`src/rtl/sipo_capture_sfr.sv`:
```
// sipo_capture_sfr: serial-in / parallel-out capture register with a holding register.
//
// Bits are shifted into an internal shift register on each shift_en. When SIZE bits have
// been taken, the assembled word is copied into the holding register Q and valid is raised.
// The shift register keeps capturing while Q waits for the consumer to pulse rd.
//
// Ports:
//   clk        clock, all state updates on the rising edge
//   rst_n      asynchronous active-low reset
//   clr        synchronous clear of all state, highest priority
//   shift_en   sample sdi on this edge
//   sdi        serial data in
//   msb_first  1: left shift, sdi enters bit 0; 0: right shift, sdi enters bit SIZE-1
//   rd         consumer acknowledge of Q, ignored while valid = 0
//   Q          last completed word
//   valid      Q holds an unread word
//   overrun    sticky flag, a completed word was lost
//   bit_cnt    bits captured so far in the current word
//
// Configuration macro SIPO_OVERRUN_PROTECT_EN:
//   defined   - a word completing while Q is unread is dropped and overrun is set
//   undefined - such a word overwrites Q, valid stays 1 and overrun is tied to 0

module sipo_capture_sfr #(
  parameter int unsigned SIZE = 32
) (
  input  logic                     clk,
  input  logic                     rst_n,
  input  logic                     clr,
  input  logic                     shift_en,
  input  logic                     sdi,
  input  logic                     msb_first,
  input  logic                     rd,
  output logic [SIZE-1:0]          Q,
  output logic                     valid,
  output logic                     overrun,
  output logic [$clog2(SIZE)-1:0]  bit_cnt
);

  localparam int unsigned CW = $clog2(SIZE);
  localparam logic [CW-1:0] CntMax = CW'(SIZE - 1);

`ifdef SIPO_OVERRUN_PROTECT_EN
  localparam bit Protect = 1'b1;
`else
  localparam bit Protect = 1'b0;
`endif

  logic [SIZE-1:0] sr_q, sr_d;
  logic [SIZE-1:0] q_q, q_d;
  logic [CW-1:0]   cnt_q, cnt_d;
  logic            valid_q, valid_d;
  logic            complete;
  logic            load;
  logic            ack;

  assign complete = shift_en && (cnt_q == CntMax);
  assign ack      = rd && valid_q;
  // A completed word reaches Q unless an unread word is being protected.
  assign load     = complete && (!valid_q || rd || !Protect);

  always_comb begin
    sr_d    = sr_q;
    cnt_d   = cnt_q;
    q_d     = q_q;
    valid_d = valid_q;

    if (shift_en) begin
      if (msb_first) begin
        sr_d = {sr_q[SIZE-2:0], sdi};
      end else begin
        sr_d = {sdi, sr_q[SIZE-1:1]};
      end
      cnt_d = complete ? '0 : cnt_q + 1'b1;
    end

    if (load) begin
      // Post-shift value so the bit sampled on this edge is part of the word.
      q_d     = sr_d;
      valid_d = 1'b1;
    end else if (ack && !complete) begin
      valid_d = 1'b0;
    end

    if (clr) begin
      sr_d    = '0;
      cnt_d   = '0;
      q_d     = '0;
      valid_d = 1'b0;
    end
  end

  always_ff @(posedge clk or negedge rst_n) begin
    if (!rst_n) begin
      sr_q    <= '0;
      cnt_q   <= '0;
      q_q     <= '0;
      valid_q <= 1'b0;
    end else begin
      sr_q    <= sr_d;
      cnt_q   <= cnt_d;
      q_q     <= q_d;
      valid_q <= valid_d;
    end
  end

`ifdef SIPO_OVERRUN_PROTECT_EN
  logic ovr_q, ovr_d;

  always_comb begin
    ovr_d = ovr_q;
    if (clr) begin
      ovr_d = 1'b0;
    end else if (complete && valid_q && !rd) begin
      ovr_d = 1'b1;
    end
  end

  always_ff @(posedge clk or negedge rst_n) begin
    if (!rst_n) begin
      ovr_q <= 1'b0;
    end else begin
      ovr_q <= ovr_d;
    end
  end

  assign overrun = ovr_q;
`else
  assign overrun = 1'b0;
`endif

  assign Q       = q_q;
  assign valid   = valid_q;
  assign bit_cnt = cnt_q;

endmodule
```
`config.mk`:
```
export PLATFORM = sky130hd
export DESIGN_NAME = sipo_capture_sfr
export DESIGN_NICKNAME = d
export VERILOG_FILES = /design/src/rtl/sipo_capture_sfr.sv
export SDC_FILE = /design/constraint.sdc
export NUM_CORES = 1
export LEC_CHECK = 0
export BUFFER_PORTS_ARGS = -buffer_cell sky130_fd_sc_hd__buf_2
export CORE_MARGIN = 8
export CORE_UTILIZATION = 40
export CTS_CLUSTER_DIAMETER = 120
export DETAILED_ROUTE_END_ITERATION = 16
export GPL_TIMING_DRIVEN = 0
export PLACE_DENSITY = 0.69
export SLEW_MARGIN = 0
export SYNTH_ARGS = -nofsm -noshare
export SYNTH_HDL_FRONTEND = slang
export SYNTH_SLANG_ARGS = --single-unit
```
`constraint.sdc`:
```
create_clock -name clk -period 5.1 [get_ports clk]
set_clock_uncertainty 0.1 [all_clocks]
set_input_delay 1.02 -clock clk [delete_from_list [all_inputs] [get_ports clk]]
set_output_delay 1.02 -clock clk [all_outputs]
set_load 0.01 [all_outputs]
```
# After elaboration in Yosys (flattened, before gate mapping)
# Index checks and enable logic that the tools add are counted.
# word_totals
regBits	70
output_inout_bits	39
# op_classes
addsub	1
n_eq_ne	1
muxes	11
reduce_logical	7
# op_table
cell	count
two-way mux 32 bit	5
two-way mux 5 bit	3
adder 5 x 1 -> 5 bit, second input constant	1
== test 5 bit, second input constant	1
nonzero test 2 bit	2
logical AND 1 bit	3
two-way mux 1 bit	3
nonzero test 3 bit	1
zero test 1 bit	1

# Logic depth before layout (Yosys ltp)
# logic_depth
ltp_word	7
depth_mapped	7
depth_no_buf	6

# Least setup slack after synthesis
# Ideal clock, no wire load.
# synth_path
kind	in2reg
startpoint	in shift_en
endpoint	reg cnt_q[2] (netlist: bit_cnt[2])
t_arrival_ns	1.626
t_required_ns	4.868
slack_ns	3.242
path_stages	5
n_path_buf	2
path_cell_list	buf_2 buf_2 o21ai_0 a21oi_1 nor2_1
# synth_between
elab_chain_cells	4
elab_cells_between_ends	5
cone_classes	mux: 3; reduce/logical: 2
# synth_rtl
element	line	source
start, declared	30	input logic shift_en,
logical AND 1 bit	57	assign complete = shift_en && (cnt_q == CntMax);
two-way mux 5 bit	74	cnt_d = complete ? '0 : cnt_q + 1'b1;
two-way mux 5 bit	68	if (shift_en) begin
two-way mux 5 bit	85	if (clr) begin
end signal, assigned	101	cnt_q <= cnt_d;
end, declared	51	logic [CW-1:0] cnt_q, cnt_d;
# Several ways; a longest one is shown, not always the timed one. The select of a mux whose other input is x is not followed.
# A chain may end at the register's enable or synchronous reset.

# Worst setup path after layout
# layout_path
startpoint	reg cnt_q[2] (netlist: bit_cnt[2])
endpoint	out bit_cnt[2]
# layout_lines
element	line	source
end, declared	37	output logic [$clog2(SIZE)-1:0] bit_cnt
# No word-level cell between the ends.

==> out/qor.tcl <==
set qor(worstMarginPinSlew_ns) 0.879
set qor(top_level_ports) 46
set qor(required_ns) 3.98
set qor(hold_viol) 0
set qor(synth-seq-area-share_pct) 57.8
set qor(holdWs_ns) 0.380
set qor(synthCells) 278
set qor(ys_dominant_reg_cell) {sky130_fd_sc_hd__dfrtp_1}
set qor(grt_antenna_before_repair) 0
set qor(cts-buffers-inserted) 9
set qor(sum_of_net_half_perimeters_after_detailed_placement_um) 4490
set qor(fin_crit_sh_pct) 40.4
set qor(yosys_warnings) 0
set qor(clock-sinks) 70
set qor(cts_hold_repair.buffers) 0
set qor(drt_first_pass_iters) 4
set qor(worstSkewPairLatency_ns) 0.34
set qor(max-vdd-ir-drop_mv) 0.204
set qor(timing.critical_path.max_delay_family) {flip-flops}
set qor(synth_edf_count) 0
set qor(antenna_cells_inserted) 0
set qor(timing.critical_path.cells) {buf_2}
set qor(power.switching_fraction_pct) 24.0
set qor(cts_max_level) 3
set qor(worstSetupPathType) {flip-flop to output port}
set qor(r2r_cells) 7
set qor(asyncSetResetFlopFracSynth_pct) 100
set qor(synthesis.area_um2) 3030
set qor(critical_path_cell_count) 1
set qor(combinationalPowerShare_pct) 8.1
set qor(power.total_uw) 1180
set qor(viasPerCell) 5.09
set qor(switching_power_uw) 283
set qor(net_count_of_the_finished_layout) 341
set qor(route.vias.total) 2220
set qor(power_density_nw_per_um2) 327
set qor(post_synthesis_register_bit_count) 70
set qor(gp_congestion) 0.815
set qor(post_route_cells_drive_above_1_share_pct) 23.1
set qor(largest_net_degree_at_the_start_of_global_routing) 71
set qor(seq_power_share_pct) 50.0
set qor(grt_first_pass_wirelength_um) 11100
set qor(postSynthAreaPerCell_um2) 10.9
set qor(initial_utilization_pct) 41.6
set qor(path_max_fanout) 6
set qor(ctsLongestPathBuffers) 2
set qor(hold_depth) 2
set qor(numPortBuffers) 43
set qor(max-cap-violations) 0
set qor(drt_first_iter_violations) 117
set qor(detail-route-antenna-nets) 0
set qor(end_kind) {output port}
set qor(gr-usage-all-layers_pct) 13.5
set qor(buffers_inverters_on_critical_path) 1
set qor(die_x_um) 103
set qor(mostFrequentLayoutCells) {sky130_fd_sc_hd__dfrtp_1, sky130_fd_sc_hd__buf_2, sky130_fd_sc_hd__nor2_1, sky130_fd_sc_hd__mux2i_1, sky130_fd_sc_hd__nand2_1}
set qor(cts-root-buf) {sky130_fd_sc_hd__clkbuf_8}
set qor(min-delay-path-class) {flip-flop to flip-flop}
set qor(area_growth_pct) 18.6
set qor(rows) 31
set qor(drc_errors) 0
set qor(wire_per_inst_um) 15.1
set qor(core-area_um2) 7290
set qor(dieArea_um2) 10600
set qor(stdcell_area_um2) 3600
set qor(setup_total_negative_slack_ns) 0
set qor(pwr-share-clk_pct) 41.9
set qor(critical_path.max_stage_delay_ns) 0.44
set qor(synthesis.nets) 287
set qor(relSlewSlack_pct) 41.4
set qor(worstPathArrival_ns) 0.94
set qor(clock.fmax_mhz) 485
set qor(post-cts-setup-buffer-count) 0
set qor(internal_power_uw) 894
set qor(run_status) {finished, final reports clean}
set qor(place_area_um2) 3370
set qor(cts_repair_resize_count) 0
set qor(grt-ovfl-total) 0
set qor(mostFrequentLayoutCell) {sky130_fd_sc_hd__dfrtp_1}
set qor(synth.distinct_cells) 26
set qor(start_kind) {flip-flop}
set qor(dieHeight_um) 103
set qor(period_minus_slack_ns) 2.06
set qor(grt_pass1_vias) 2312
set qor(grt_setup_unrepaired) {no}
set qor(tritoncts_clock_tree) {yes}
set qor(power.static_leakage_uw) 0.00176
set qor(clk_transition_reported_paths_ns) 0.07
set qor(drv_slew) 0
set qor(route.final.wire_length_um) 6580
set qor(finalSetupViolations) 0
set qor(crit_slowest_cell) {sky130_fd_sc_hd__dfrtp_1}
[per-layer routing]
metal	up-vias	track usage [%]	wire (um)
li1	1093	-	-
met1	1070	17.4	3060
met2	49	20.8	3070
met3	8	3.17	363
met4	0	7.01	85
met5	-	0	0
[cells by family after synthesis]
logic type | count (synthesis) | synth area share, %
simple gates | 78 | 10.8
compound gates | 70 | 14.3
flops | 70 | 57.8
mux | 33 | 10.9
buf+inv | 23 | 4.95
fa+ha+maj | 2 | 0.825
other cells | 1 | 0.124
xor+xnor | 1 | 0.289
[flip-flops by register name, summed over array words and instances, names as in the netlist]
register and cells:
valid 1, bit_cnt 5, sr_q 32, Q 32
[final cells by class]
| cell class | instances | area (um2) |
|---|---|---|
| timing repair buffer | 43 | 218 |
| multi-input combinational | 185 | 1130 |
| clock inverter | 6 | 85.1 |
| buffer | 23 | 150 |
| clock buffer | 10 | 138 |
| fill | 695 | 3700 |
| sequential | 70 | 1750 |
| tap | 99 | 124 |
[power by group through the flow]
stage / sequential, uW / clock, uW / combinational (uW)
after floorplan: 595 / 0 / 64.9
after global placement: 598 / 0 / 94.1
after detailed placement: 598 / 0 / 96.3
after CTS: 587 / 506 / 97.1
after global routing: 590 / 525 / 109
final: 588 / 493 / 95.7
[path summary, 6_finish.rpt]
check	startpoint	end	slack, ns
max in group asynchronous	rst_n	Q[6]	3.63
setup / recovery	bit_cnt[2]	bit_cnt[2]	3.04
min in group asynchronous	rst_n	Q[24]	0.68
hold reg to reg	Q[13]	Q[13]	0.38
setup reg to reg	bit_cnt[0]	Q[27]	3.10
hold / removal	Q[13]	Q[13]	0.38
[stage by stage]
step                      worst slack, ns  utilization (%)  cells
after global placement               2.56             46.2    420
final                                3.04             49.3    436
after global routing                 2.90             49.3    436
after floorplan                      3.24                -    278
after detailed placement             2.89             46.3    420
after CTS                            3.01             49.3    436
[synth_stat cells, types with 2 or more instances]
cell type	number	area share (%)
sky130_fd_sc_hd__nand2_1	33	4.1
sky130_fd_sc_hd__nand4_1	2	0.41
sky130_fd_sc_hd__nor2_1	34	4.2
sky130_fd_sc_hd__buf_4	2	0.50
sky130_fd_sc_hd__clkbuf_1	5	0.62
sky130_fd_sc_hd__a211oi_1	32	7.9
sky130_fd_sc_hd__dfrtp_1	70	58
sky130_fd_sc_hd__nand2b_1	2	0.41
sky130_fd_sc_hd__ha_1	2	0.83
sky130_fd_sc_hd__buf_6	6	2.2
sky130_fd_sc_hd__buf_2	9	1.5
sky130_fd_sc_hd__a21oi_1	4	0.66
sky130_fd_sc_hd__o21ai_1	30	5.0
sky130_fd_sc_hd__mux2i_1	33	11
sky130_fd_sc_hd__o21ai_0	3	0.50
Note: power is estimated with default switching activity, not from simulation.
